==> src/rtl/tl_plic_lite.sv <==
// Level-triggered PLIC with a TileLink-UL register port; D response one cycle after A fires, irq_tgt registered.
// One request outstanding: a_ready drops while d_valid is held waiting for d_ready.
module tl_plic_lite #(
  parameter int NSRC        = 3,
  parameter int NTGT        = 2,
  parameter int PRIO_W      = 3,
  parameter int SRC_W       = 11,
  parameter int SYNC_STAGES = 2
) (
  input  logic             clock,
  input  logic             reset_n,
  input  logic [NSRC-1:0]  irq_src,
  output logic [NTGT-1:0]  irq_tgt,
  input  logic             a_valid,
  output logic             a_ready,
  input  logic [2:0]       a_opcode,
  input  logic [1:0]       a_size,
  input  logic [SRC_W-1:0] a_source,
  input  logic [15:0]      a_address,
  input  logic [3:0]       a_mask,
  input  logic [31:0]      a_data,
  output logic             d_valid,
  input  logic             d_ready,
  output logic [2:0]       d_opcode,
  output logic [1:0]       d_size,
  output logic [SRC_W-1:0] d_source,
  output logic [31:0]      d_data
);

  localparam int IDW = 5;
  localparam logic [NSRC:0] EN_MASK = {{NSRC{1'b1}}, 1'b0};

  logic [NSRC-1:0]   src_s;
  logic [PRIO_W-1:0] prio_q [NSRC+1];
  logic [NSRC:0]     en_q   [NTGT];
  logic [PRIO_W-1:0] thr_q  [NTGT];
  logic [NSRC:0]     pend_q, insv_q, pend_nxt, insv_nxt;
  logic [IDW-1:0]    best_id [NTGT];
  logic [PRIO_W-1:0] best_p  [NTGT];
  logic [NTGT-1:0]   any_cand;

  generate
    if (SYNC_STAGES == 0) begin : g_nosync
      assign src_s = irq_src;
    end else begin : g_sync
      logic [NSRC-1:0] sync_q [SYNC_STAGES];
      always_ff @(posedge clock or negedge reset_n) begin
        if (!reset_n) begin
          for (int k = 0; k < SYNC_STAGES; k++) sync_q[k] <= '0;
        end else begin
          sync_q[0] <= irq_src;
          for (int k = 1; k < SYNC_STAGES; k++) sync_q[k] <= sync_q[k-1];
        end
      end
      assign src_s = sync_q[SYNC_STAGES-1];
    end
  endgenerate

  // Ascending scan with strict '>' keeps the lowest ID on priority ties.
  always_comb begin
    for (int t = 0; t < NTGT; t++) begin
      best_id[t]  = '0;
      best_p[t]   = '0;
      any_cand[t] = 1'b0;
      for (int i = 1; i <= NSRC; i++) begin
        if (pend_q[i] && en_q[t][i] && (prio_q[i] > thr_q[t])) begin
          any_cand[t] = 1'b1;
          if (best_id[t] == '0 || prio_q[i] > best_p[t]) begin
            best_id[t] = IDW'(i);
            best_p[t]  = prio_q[i];
          end
        end
      end
    end
  end

  function automatic logic [31:0] merge(input logic [31:0] old, input logic [31:0] nw,
                                        input logic [31:0] m);
    return (old & ~m) | (nw & m);
  endfunction

  logic        fire, is_get, is_put, wr_en;
  logic        hit_prio, hit_pend, hit_en, hit_thr, hit_clm;
  int          sel_i, sel_t, page, word;
  logic [31:0] wmask, rdata;

  assign a_ready = !d_valid;
  assign fire    = a_valid && a_ready;
  assign is_get  = (a_opcode == 3'd4);
  assign is_put  = (a_opcode == 3'd0) || (a_opcode == 3'd1);
  assign wr_en   = fire && is_put;
  assign wmask   = {{8{a_mask[3]}}, {8{a_mask[2]}}, {8{a_mask[1]}}, {8{a_mask[0]}}};
  assign page    = int'(a_address[15:12]);
  assign word    = int'(a_address[11:2]);

  always_comb begin
    hit_prio = 1'b0; hit_pend = 1'b0; hit_en = 1'b0; hit_thr = 1'b0; hit_clm = 1'b0;
    sel_i = 0; sel_t = 0;
    if (a_size == 2'd2) begin
      if (page == 0) begin
        hit_prio = (word >= 1) && (word <= NSRC);
        sel_i    = word;
      end else if (page == 1) begin
        hit_pend = (word == 0);
      end else if (page == 2) begin
        sel_t  = word / 32;
        hit_en = (word % 32 == 0) && (sel_t < NTGT);
      end else begin
        sel_t   = page - 3;
        hit_thr = (sel_t < NTGT) && (word == 0);
        hit_clm = (sel_t < NTGT) && (word == 1);
      end
    end
  end

  always_comb begin
    rdata = '0;
    if (hit_pend) rdata = 32'(pend_q);
    for (int i = 1; i <= NSRC; i++)
      if (hit_prio && sel_i == i) rdata = 32'(prio_q[i]);
    for (int t = 0; t < NTGT; t++) begin
      if (sel_t == t) begin
        if (hit_en)  rdata = 32'(en_q[t]);
        if (hit_thr) rdata = 32'(thr_q[t]);
        if (hit_clm) rdata = 32'(best_id[t]);
      end
    end
  end

  // Gateway set is blocked by pending/in-service, so a claim clear or a
  // same-cycle complete naturally wins and any re-pend lands a cycle later.
  always_comb begin
    pend_nxt = pend_q | ({src_s, 1'b0} & ~pend_q & ~insv_q);
    insv_nxt = insv_q;
    for (int t = 0; t < NTGT; t++) begin
      for (int i = 1; i <= NSRC; i++) begin
        if (fire && is_get && hit_clm && sel_t == t && best_id[t] == IDW'(i)) begin
          pend_nxt[i] = 1'b0;
          insv_nxt[i] = 1'b1;
        end
        if (wr_en && hit_clm && a_mask[0] && sel_t == t && (a_data & wmask) == 32'(i)
            && en_q[t][i] && insv_q[i])
          insv_nxt[i] = 1'b0;
      end
    end
    pend_nxt[0] = 1'b0;
    insv_nxt[0] = 1'b0;
  end

  always_ff @(posedge clock or negedge reset_n) begin
    if (!reset_n) begin
      for (int i = 0; i <= NSRC; i++) prio_q[i] <= '0;
      for (int t = 0; t < NTGT; t++) begin
        en_q[t]  <= '0;
        thr_q[t] <= '0;
      end
      pend_q   <= '0;
      insv_q   <= '0;
      irq_tgt  <= '0;
      d_valid  <= 1'b0;
      d_opcode <= '0;
      d_size   <= '0;
      d_source <= '0;
      d_data   <= '0;
    end else begin
      pend_q  <= pend_nxt;
      insv_q  <= insv_nxt;
      irq_tgt <= any_cand;
      for (int i = 1; i <= NSRC; i++)
        if (wr_en && hit_prio && sel_i == i)
          prio_q[i] <= PRIO_W'(merge(32'(prio_q[i]), a_data, wmask));
      for (int t = 0; t < NTGT; t++) begin
        if (wr_en && hit_en && sel_t == t)
          en_q[t] <= (NSRC+1)'(merge(32'(en_q[t]), a_data, wmask)) & EN_MASK;
        if (wr_en && hit_thr && sel_t == t)
          thr_q[t] <= PRIO_W'(merge(32'(thr_q[t]), a_data, wmask));
      end
      if (fire) begin
        d_valid  <= 1'b1;
        d_opcode <= is_get ? 3'd1 : 3'd0;
        d_size   <= a_size;
        d_source <= a_source;
        d_data   <= is_get ? rdata : '0;
      end else if (d_valid && d_ready) begin
        d_valid <= 1'b0;
      end
    end
  end

  logic unused_bits;
  assign unused_bits = ^a_address[1:0];

endmodule

==> config.mk <==
export PLATFORM = sky130hd
export DESIGN_NAME = tl_plic_lite
export DESIGN_NICKNAME = d
export VERILOG_FILES = /design/src/rtl/tl_plic_lite.sv
export SDC_FILE = /design/constraint.sdc
export NUM_CORES = 1
export LEC_CHECK = 0
export BUFFER_PORTS_ARGS = -buffer_cell sky130_fd_sc_hd__buf_2
export CAP_MARGIN = 20
export CORE_ASPECT_RATIO = 0.7
export CORE_UTILIZATION = 39
export CTS_BUF_LIST = sky130_fd_sc_hd__clkbuf_8 sky130_fd_sc_hd__clkbuf_16
export DETAILED_ROUTE_END_ITERATION = 10
export MAX_ROUTING_LAYER = met4
export PLACE_DENSITY = 0.62
export REMOVE_ABC_BUFFERS = 1
export SLEW_MARGIN = 40
export SYNTH_ARGS = -nofsm -noshare
export SYNTH_HDL_FRONTEND = slang
export SYNTH_SLANG_ARGS = --single-unit
==> constraint.sdc <==
create_clock -name clock -period 4.4 [get_ports clock]
set_clock_uncertainty 0.15 [all_clocks]
set_input_delay 0.22 -clock clock [delete_from_list [all_inputs] [get_ports clock]]
set_output_delay 0.22 -clock clock [all_outputs]
set_load 0.01 [all_outputs]
Yosys cells after proc, flatten, opt, wreduce, memory -nomap -nowiden
Cells that the tools add are included.

Flip-flop bits (word level): 84. Latch bits: 0. Bits in writable memories: 0. Memory bits (read-only): 0. Output and inout port bits: 52. Word-level logic and storage cells: 236. Memories: 0.

$add $sub $neg: 1. Multipliers: 0. Divide/modulo/power cells: 0. $lt $le $gt $ge: 14. Eq/ne operators: 19. Shift-type cells: 0. Muxes and demuxes: 79. Bitwise logic cells: 21. Reduce and logical (&&, ||, !) cells: 83.

Operators with widths (count): two-way mux 32 bit (16); == test 32 x 2 -> 1 bit (second input constant) (4); zero test 32 bit (4); == test 32 x 3 -> 1 bit (second input constant) (2); logical AND 1 bit (64); two-way mux 1 bit (46); two-way mux 5 bit (8); bitwise AND 32 bit (1); == test 32 x 1 -> 1 bit (second input constant) (1); greater-than comparator 3 bit (10); == test 5 x 2 -> 1 bit (second input constant) (4); zero test 5 bit (4); two-way mux 10 bit (2); two-way mux 3 bit (6); bitwise AND 4 bit (4); bitwise AND 3 bit (5); bitwise OR 3 bit (5); NOT 4 bit (3); bitwise OR 4 bit (3); nonzero test 4 bit (3); == test 10 x 2 -> 1 bit (second input constant) (1); == test 5 x 1 -> 1 bit (second input constant) (2); >= comparator 10 x 1 -> 1 bit (second input constant) (1); <= comparator 10 x 2 -> 1 bit (second input constant) (1); 13 further kinds (17).

Logic depth before layout (Yosys ltp)
Depth after elaboration: 18. Mapped depth: 21. Depth with buffers taken out: 21.

Least setup slack after synthesis
No wires, ideal clock.

Path type: register -> register. Start: register with a tool-made name. End: register d_data[1]. Setup time: 0.083 ns. Data arrival time: 3.974 ns. Required time: 4.167 ns. Slack: 0.194 ns. Cell stages (with the launch flop): 20. Buffers on the path: 0. Period minus slack after synthesis: 4.206 ns. Cells stage by stage: dfrtp_1 -> ha_1 -> nor2b_1 -> o311ai_0 -> a311oi_1 -> nand2_1 -> ha_1 -> nor2b_1 -> o21a_1 -> o21ai_0 -> a21oi_1 -> a22o_1 -> ha_1 -> nor2b_1 -> o21ai_0 -> a32oi_1 -> nand2_1 -> a41o_1 -> a21o_1 -> o21ai_0.

RTL lines: to (signal assigned) (line 183) `d_data <= is_get ? rdata : '0;`; to (decl) (line 27) `output logic [31:0] d_data`.

==> qor.csv <==
metric;value;unit
outcome;complete, no violations;
stdcell_area;5160;sq um
critPathRequiredTime;4.49;ns
core;9910;sq um
worst_setup_path_end_kind;flop;
grt_pass1_vias;3553;
routedWlPerCell;17.4;um
antenna_cells;0;
startpoint_type;flop;
path_class;flop to flop;
postLayoutCoreUtil;0.520;
cts_buffers;5;
tns;0;ns
dp_hpwl;9160;um
worstHoldPathType;input pin to flop;
max_cap_violations;0;
worst_pin_slew;0.856;ns
area_delta_synth_final;27.2;%
cts.sinks;54;
antenna_left;0;
placed_area;4690;sq um
post-place-ws;-0.0164;ns
power.total;1.17;mW
clk_latency;0.30;ns
synth_common_cells;nand2_1 (70), dfrtp_1 (54), ha_1 (34);
fmax;237;MHz
syn_area;4060;sq um
firstDrtPassIters;5;
vias_per_cell;5.35;
initial_utilization;0.409;
fp-row-count;30;
yosysTopAreaCellShare;0.333;
dp_cells;677;
routed_wl;12300;um
async_reset_ff_frac;1.00;
synth_top_cell_by_area;dfrtp_1;
synth_cell_types;73;
powerDensity;226;nW/um^2
power.leakage;2.45;nW
ys_seq_elements;54;
synthTopCellsByArea;dfrtp_1 (33%), ha_1 (10%), nand2_1 (6.5%);
fill_cells;945;
drive_gt1_frac;0.304;
cp_max_fo;4;
clk_path_buf_depth;2;
period_share;0.961;
grt_usage;0.240;
nNetsFinal;687;
grt_pass1_wl;18800;um
setup_ws;0.173;ns
grt-ovfl-total;0;
yosysSeqAreaShare;0.333;
die_area;10800;sq um
ctsRootBufferMaster;clkbuf_16;
vias;3782;
portBuffers;94;
clkTransAtPathRegs;0.07;ns
period_needed;4.23;ns
grt_max_degree;55;
initialDrtViolationCount;371;
syn_inst;442;
finalSetupViolCount;0;
synth_edf_count;0;
ir_drop;178;uV
ys_warn_count;0;
final-hold-violation-count;0;
yosysMostFrequentCell;nand2_1;
drc;0;
routabilityCongestion;0.900;
arrival;4.32;ns
cts_tree;yes;
num_io_pins;127;
avgSynthCellArea;9.17;sq um
dieWidth;124;um
finalHoldWorstSlack;0.0351;ns
layoutNonFillerInstCount;707;
die_y;87.3;um
antenna_found_initial;0;
slew_headroom;0.429;
htreeDepth;2;
synth_ff_type;dfrtp_1;
final_max_slew_viol_count;0;
## layout by cell type (no fill, tap or decap), types with 6 or more instances in the layout
cell,count
nor2_1,17
nor4_1,6
dlygate4sd3_1,18
a31oi_1,7
inv_1,21
a22oi_1,6
o21ai_0,23
nand2_1,69
nand3_1,13
buf_2,94
mux2_2,6
a21oi_1,10
ha_1,32
dfrtp_1,54
mux2_4,6
nor2b_1,17
conb_1,30
nand2b_1,8
buf_4,26
## routing by layer
metal  vias to the layer above  wire length (um)  GRT usage
met5                         -                 0          -
met4                         0               176     0.0657
met3                        15               795     0.0373
met2                       145              5340      0.337
met1                      1794              5970      0.351
li1                       1828                 -          -
## power breakdown
| group | internal [mW] | switching (mW) |
|---|---|---|
| logic | 0.0820 | 0.121 |
| registers | 0.525 | 0.0156 |
| clock network | 0.229 | 0.195 |
| total | 0.837 | 0.331 |
## worst paths after layout
kind	startpoint	endpoint	slack, ns	depth (start not counted)
min in group asynchronous	reset_n	irq_tgt[1]	0.42	3
worst max register to register	flop	pend_q[1]	0.17	19
worst min register to register	g_sync.sync_q[3]	src_s[0]	0.20	0
worst min-delay path	a_data[1]	insv_q[1]	0.04	3
worst max-delay path	flop	pend_q[1]	0.17	19
max in group asynchronous	reset_n	asynchronous set/reset pin	3.18	3
## final cells by class
| cell class | count | area, sq um | area share |
|---|---|---|---|
| multi-input combinational | 357 | 2550 | 0.495 |
| sequential | 54 | 1350 | 0.262 |
| timing repair buffer | 139 | 857 | 0.166 |
| tap | 128 | 160 | 0.0311 |
| clock buffer | 6 | 139 | 0.0269 |
| inverter | 21 | 78.8 | 0.0153 |
| clock inverter | 2 | 16.3 | 0.00315 |
## critical path, cell delays in order (launching register included)
cell      delay, ns
dfrtp_1        0.42
ha_1           0.31
nor2b_1        0.14
o311ai_1       0.09
a311oi_1       0.29
nand2_1        0.10
ha_1           0.29
nor2b_1        0.14
o21a_1         0.17
o21ai_2        0.16
o21a_1         0.20
a22oi_1        0.09
ha_1           0.33
nor2b_1        0.14
o21ai_0        0.08
a32oi_1        0.26
nand2_1        0.13
and3_1         0.26
a31oi_2        0.23
o22a_1         0.19
## kinds of logic (layout without fill, tap and decap cells)
family,Yosys count,in the layout,synth area share
DFF,54,54,0.333
adders and majority gates,34,34,0.105
buffers and inverters,60,168,0.0879
muxes,16,16,0.0488
other,1,30,0.000925
and+or+nand+nor,171,171,0.230
AOI/OAI and AO/OA,106,106,0.194
## repair_timing
action	CTS	global route
hold endpoints to repair	71	0
setup buffers	0	4
hold buffers	18	0
gates cloned	0	0
pin swaps	0	11
setup endpoints to repair	2	8
gates resized for setup	2	19
No activity file was read; power rests on OpenSTA's default activity.
